==> config.mk <==
export PLATFORM = sky130hd
export DESIGN_NAME = fifo_stream_reader
export DESIGN_NICKNAME = d
export VERILOG_FILES = /design/src/rtl/fifo_stream_reader.sv
export SDC_FILE = /design/constraint.sdc
export NUM_CORES = 1
export LEC_CHECK = 0
export ABC_AREA = 1
export BUFFER_PORTS_ARGS = -buffer_cell sky130_fd_sc_hd__buf_2
export CORE_UTILIZATION = 40
export CTS_CLUSTER_SIZE = 30
export DETAILED_ROUTE_END_ITERATION = 7
export GPL_TIMING_DRIVEN = 0
export SLEW_MARGIN = 20
export SYNTH_ARGS = -nofsm -noshare
export SYNTH_HDL_FRONTEND = slang
export SYNTH_SLANG_ARGS = --single-unit
==> constraint.sdc <==
create_clock -name clk -period 3.25 [get_ports clk]
set_clock_uncertainty 0.2 [all_clocks]
set_input_delay 0 -clock clk [delete_from_list [all_inputs] [get_ports clk]]
set_output_delay 0 -clock clk [all_outputs]
set_load 0.05 [all_outputs]
==> src/rtl/fifo_stream_reader.sv <==
//----------------------------------------------------------------------------
// fifo_stream_reader
//
// Read-side consumer for a synchronous FIFO whose data output is registered
// (1-cycle read latency). Words read from the FIFO land in a small circular
// holding buffer and are re-presented on a valid/ready stream. Reads are
// credit controlled, so the buffer cannot overflow and the FIFO is never read
// while empty. With BUF_DEPTH >= 2 one word per cycle is sustained.
//
// Ports:
//   clk            in   system clock, rising-edge
//   rst_n          in   asynchronous active-low reset (shared with the FIFO)
//   fifo_empty     in   FIFO empty flag
//   fifo_data_out  in   FIFO registered read data, valid the cycle after a read
//   fifo_rd_en     out  FIFO read enable (combinational)
//   m_data         out  stream data, buffer head entry
//   m_valid        out  stream valid (buffer not empty)
//   m_ready        in   downstream ready
//   buf_count      out  number of words held in the buffer
//   words_out      out  count of completed stream handshakes (wraps)
//----------------------------------------------------------------------------
module fifo_stream_reader #(
    parameter int unsigned FIFO_WIDTH = 16,
    parameter int unsigned BUF_DEPTH  = 2,
    parameter int unsigned CNT_WIDTH  = 16
) (
    input  logic                           clk,
    input  logic                           rst_n,
    input  logic                           fifo_empty,
    input  logic [FIFO_WIDTH-1:0]          fifo_data_out,
    output logic                           fifo_rd_en,
    output logic [FIFO_WIDTH-1:0]          m_data,
    output logic                           m_valid,
    input  logic                           m_ready,
    output logic [$clog2(BUF_DEPTH+1)-1:0] buf_count,
    output logic [CNT_WIDTH-1:0]           words_out
);

    localparam int unsigned CW = $clog2(BUF_DEPTH + 1);
    localparam int unsigned PW = (BUF_DEPTH > 1) ? $clog2(BUF_DEPTH) : 1;
    localparam logic [CW:0] DEPTH_L = (CW + 1)'(BUF_DEPTH);

    // Holding buffer and its bookkeeping
    logic [FIFO_WIDTH-1:0] r_mem [BUF_DEPTH];
    logic [PW-1:0]         r_head;
    logic [PW-1:0]         r_tail;
    logic [CW-1:0]         r_count;
    logic                  r_inflight;
    logic [CNT_WIDTH-1:0]  r_words;

    logic                  w_pop;
    logic                  w_capture;
    logic [CW:0]           w_credit;
    logic                  w_rd_en;

    // Circular pointer advance; BUF_DEPTH need not be a power of two.
    function automatic logic [PW-1:0] ptr_inc(input logic [PW-1:0] p);
        if (p == PW'(BUF_DEPTH - 1)) begin
            return '0;
        end
        return p + 1'b1;
    endfunction

    assign w_pop     = m_valid & m_ready;
    assign w_capture = r_inflight;

    // Occupancy the buffer will have once the in-flight word lands and the
    // current pop retires. One bit wider than r_count so it cannot wrap; pop
    // implies r_count >= 1, so the subtraction never underflows.
    assign w_credit = {1'b0, r_count} + (CW + 1)'(r_inflight) - (CW + 1)'(w_pop);

    // rst_n gates the enable so no read is issued while the FIFO is in reset.
    assign w_rd_en = rst_n & ~fifo_empty & (w_credit < DEPTH_L);

    // In-flight tracker: the FIFO presents data one cycle after an accepted read.
    always_ff @(posedge clk or negedge rst_n) begin
        if (!rst_n) begin
            r_inflight <= 1'b0;
        end else begin
            r_inflight <= w_rd_en;
        end
    end

    // Buffer storage. The in-flight word is written unconditionally because
    // the read that produced it was issued only while the FIFO was non-empty.
    always_ff @(posedge clk or negedge rst_n) begin
        if (!rst_n) begin
            for (int unsigned i = 0; i < BUF_DEPTH; i++) begin
                r_mem[i] <= '0;
            end
        end else if (w_capture) begin
            r_mem[r_tail] <= fifo_data_out;
        end
    end

    // Pointers and occupancy
    always_ff @(posedge clk or negedge rst_n) begin
        if (!rst_n) begin
            r_head  <= '0;
            r_tail  <= '0;
            r_count <= '0;
        end else begin
            if (w_capture) begin
                r_tail <= ptr_inc(r_tail);
            end
            if (w_pop) begin
                r_head <= ptr_inc(r_head);
            end
            case ({w_capture, w_pop})
                2'b10:   r_count <= r_count + 1'b1;
                2'b01:   r_count <= r_count - 1'b1;
                default: r_count <= r_count;
            endcase
        end
    end

    // Delivered-word counter, wraps naturally at 2^CNT_WIDTH
    always_ff @(posedge clk or negedge rst_n) begin
        if (!rst_n) begin
            r_words <= '0;
        end else if (w_pop) begin
            r_words <= r_words + 1'b1;
        end
    end

    assign fifo_rd_en = w_rd_en;
    assign m_data     = r_mem[r_head];
    assign m_valid    = (r_count != '0);
    assign buf_count  = r_count;
    assign words_out  = r_words;

endmodule
==> impl_metrics.py <==
metrics = {
    "worst_setup_path": {
        "critPathLaunch": "buf_count[0]",
        "endpoint_kind": "output port",
        "crit_type": "reg2out",
        "setup.worst_path.end": "fifo_rd_en",
        "crit_path_start_kind": "flip-flop",
        "r2r_slack_ns": 1.00,
        "reg2reg_depth": 9,
        "cp_max_fo": 8,
        "r2r-end": "r_inflight",
        "timing.rr.start": "buf_count[0]",
        "crit_required_ns": 3.05,
        "cp.arrival_ns": 2.56,
    },
    "logic_synthesis": {
        "seq_area_frac_synth": 0.511,
        "synth_warnings": 0,
        "yosys.area.top_type": "dfrtp_1",
        "syn_area_per_cell_um2": 8.46,
        "synth_top_area_frac": 0.511,
        "synth_nets": 331,
        "synth.top_cells.by_area": "dfrtp_1, nand2_1, inv_1",
        "netlist_instances": 307,
        "ys_types": 28,
        "synth_seq_cells": 53,
        "synth_area_um2": 2600,
    },
    "pwr": {
        "irDropWorstVdd_v": 0.000762,
        "power.density_nw_per_um2": 1030,
        "p_leak_nw": 1.71,
        "p_total_mw": 3.33,
    },
    "cells_and_area": {
        "postLayoutCoreUtil": 0.533,
        "stdcell_count": 464,
        "mostFrequentLayoutCells": "nand2_1, buf_2, dfrtp_1",
        "area_delta_synth_final_pct": 25.2,
        "layout_commonest_cell": "nand2_1",
        "nets": 412,
        "diodes": 0,
        "drive_gt1_frac": 0.224,
        "fill_cells": 604,
    },
    "job": {
        "cap_violations": 0,
    },
    "route": {
        "drc": 0,
        "dr.pass1.iters": 4,
        "first_iter_violations": 85,
        "wl_um": 5560,
        "ant_nets": 0,
        "vias_per_cell": 4.68,
        "wire_per_inst_um": 12.0,
        "vias": 2171,
    },
    "die": {
        "rows": 28,
        "die_x_um": 82.6,
        "die_h_um": 82.6,
        "design.core.area_um2": 6100,
        "initial_core_util": 0.426,
        "die_area_um2": 6820,
        "ios": 56,
    },
    "placed_design": {
        "dpl.hpwl_um": 3810,
        "gp_congestion": 0.800,
        "dp_cells": 437,
        "dp_slack_ns": 0.790,
        "portBuffers": 55,
    },
    "grt": {
        "globalRouteMet2Util": 0.314,
        "grt_overflow": 0,
        "met1_usage": 0.239,
        "grt_usage": 0.183,
        "grt-busiest-layer": "met2",
        "met3_usage": 0.0297,
        "grt_start_max_net_pins": 55,
        "grt_pass1_vias": 2068,
        "grt_pass1_wl_um": 9450,
        "antenna_found_initial": 0,
    },
    "sta": {
        "worstMarginPinSlew_ns": 0.681,
        "final.setup.tns_ns": 0,
        "maxSlewHeadroom": 0.546,
        "drv_slew": 0,
        "hold_viol": 0,
        "fmax_mhz": 362,
        "layout_min_cycle_time_ns": 2.76,
        "period_share": 0.850,
        "setup_viol": 0,
        "fin_ws_ns": 0.487,
        "rsz0062_at_grt": "false",
    },
    "cts": {
        "htreeDepth": 2,
        "clock-sinks": 53,
        "cts.repair.resized": 0,
        "clkSlewWorstSetupHoldPaths_ns": 0.10,
        "numCtsBuffers": 5,
        "worstSkewPairLatency_ns": 0.31,
        "cts_max_path_buffers": 2,
        "tritoncts": "yes",
        "root_buffer": "clkbuf_8",
        "post-cts-setup-buffers": 0,
    },
    "worst_hold_path": {
        "hold_path_class": "in2async",
    },
    "run_status": {
        "run_status": "finished, final reports clean",
    },
}
## metal layers
layer,wire length [um],up-vias
met2,2580,51
met1,2710,1003
met5,0,-
met3,218,7
met4,60,0
li1,-,1110
## report_power, final
group / switching (mW) / total, mW / internal (mW)
Sequential: 0.176 / 1.11 / 0.930
Clock: 0.224 / 0.379 / 0.154
Combinational: 1.35 / 1.85 / 0.501
Total: 1.75 / 3.33 / 1.59
## Yosys cell counts, drive strengths merged
library cell,count
nand2,120
xnor2,8
ha,3
dfrtp,53
clkbuf,5
fa,1
o21ai,35
nand3,8
buf,6
nor2,17
or2,1
clkinv,1
inv,34
nor3,2
xor2,5
a21oi,1
nand4,7
## area by class of cell
type,count,area [um^2],area share
Tap cell,75,93.8,0.0289
Timing Repair Buffer,74,468,0.144
Multi-Input combinational cell,208,1080,0.332
Buffer,11,63.8,0.0196
Clock inverter,2,13.8,0.00424
Inverter,35,131,0.0404
Clock buffer,6,72.6,0.0223
Sequential cell,53,1330,0.408
## state kept, by name (all words and copies together), names as in the netlist
signal      cells
buf_count       2
r_head          1
r_inflight      1
r_mem          32
r_tail          1
words_out      16
## metrics by stage
| stage | hold WS [ns] | cell area, um^2 |
|---|---|---|
| 2_1_floorplan | -0.496 | 2600 |
| 3_3_place_gp | -0.0245 | 2970 |
| 3_5_place_dp | -0.110 | 2970 |
| 4_1_cts | 0.0974 | 3250 |
| 5_1_grt | 0.154 | 3250 |
| 6_report | 0.0575 | 3250 |
## logic make-up (layout without fill, tap and decap cells)
group	count (synthesis)	count (layout)	share of synthesized area
and+or+nand+nor	155	155	0.264
DFF	53	53	0.511
buffers and inverters	46	128	0.0752
AOI/OAI and AO/OA	36	36	0.0839
xor gates and xnor gates	13	13	0.0439
adders and majority gates	4	4	0.0222
## critical path, cell delays in order, from the launching register on
cell	delay, ns
dfrtp_1	0.38
buf_2	0.17
nor2_4	0.18
nor2_8	0.07
ha_1	0.32
inv_1	0.06
nand2_1	0.06
fa_1	0.48
nand2_1	0.06
nor3_2	0.19
buf_2	0.29
## what timing repair did
action / in CTS / in global routing
hold endpoints to repair: 95 / 0
hold buffers: 19 / 0
endpoints found under the setup margin: 0 / 0
## worst min path at each step
stage	to	depth (start not counted)	startpoint
final	r_mem[18]	2	rst_n
after global routing	r_mem[13]	2	rst_n
after CTS	r_mem[13]	2	rst_n
after detailed placement	r_mem[18]	1	rst_n
after global placement	r_inflight	2	fifo_empty
after floorplan	buf_count[0]	0	rst_n
(Power assumes the default switching activity.)
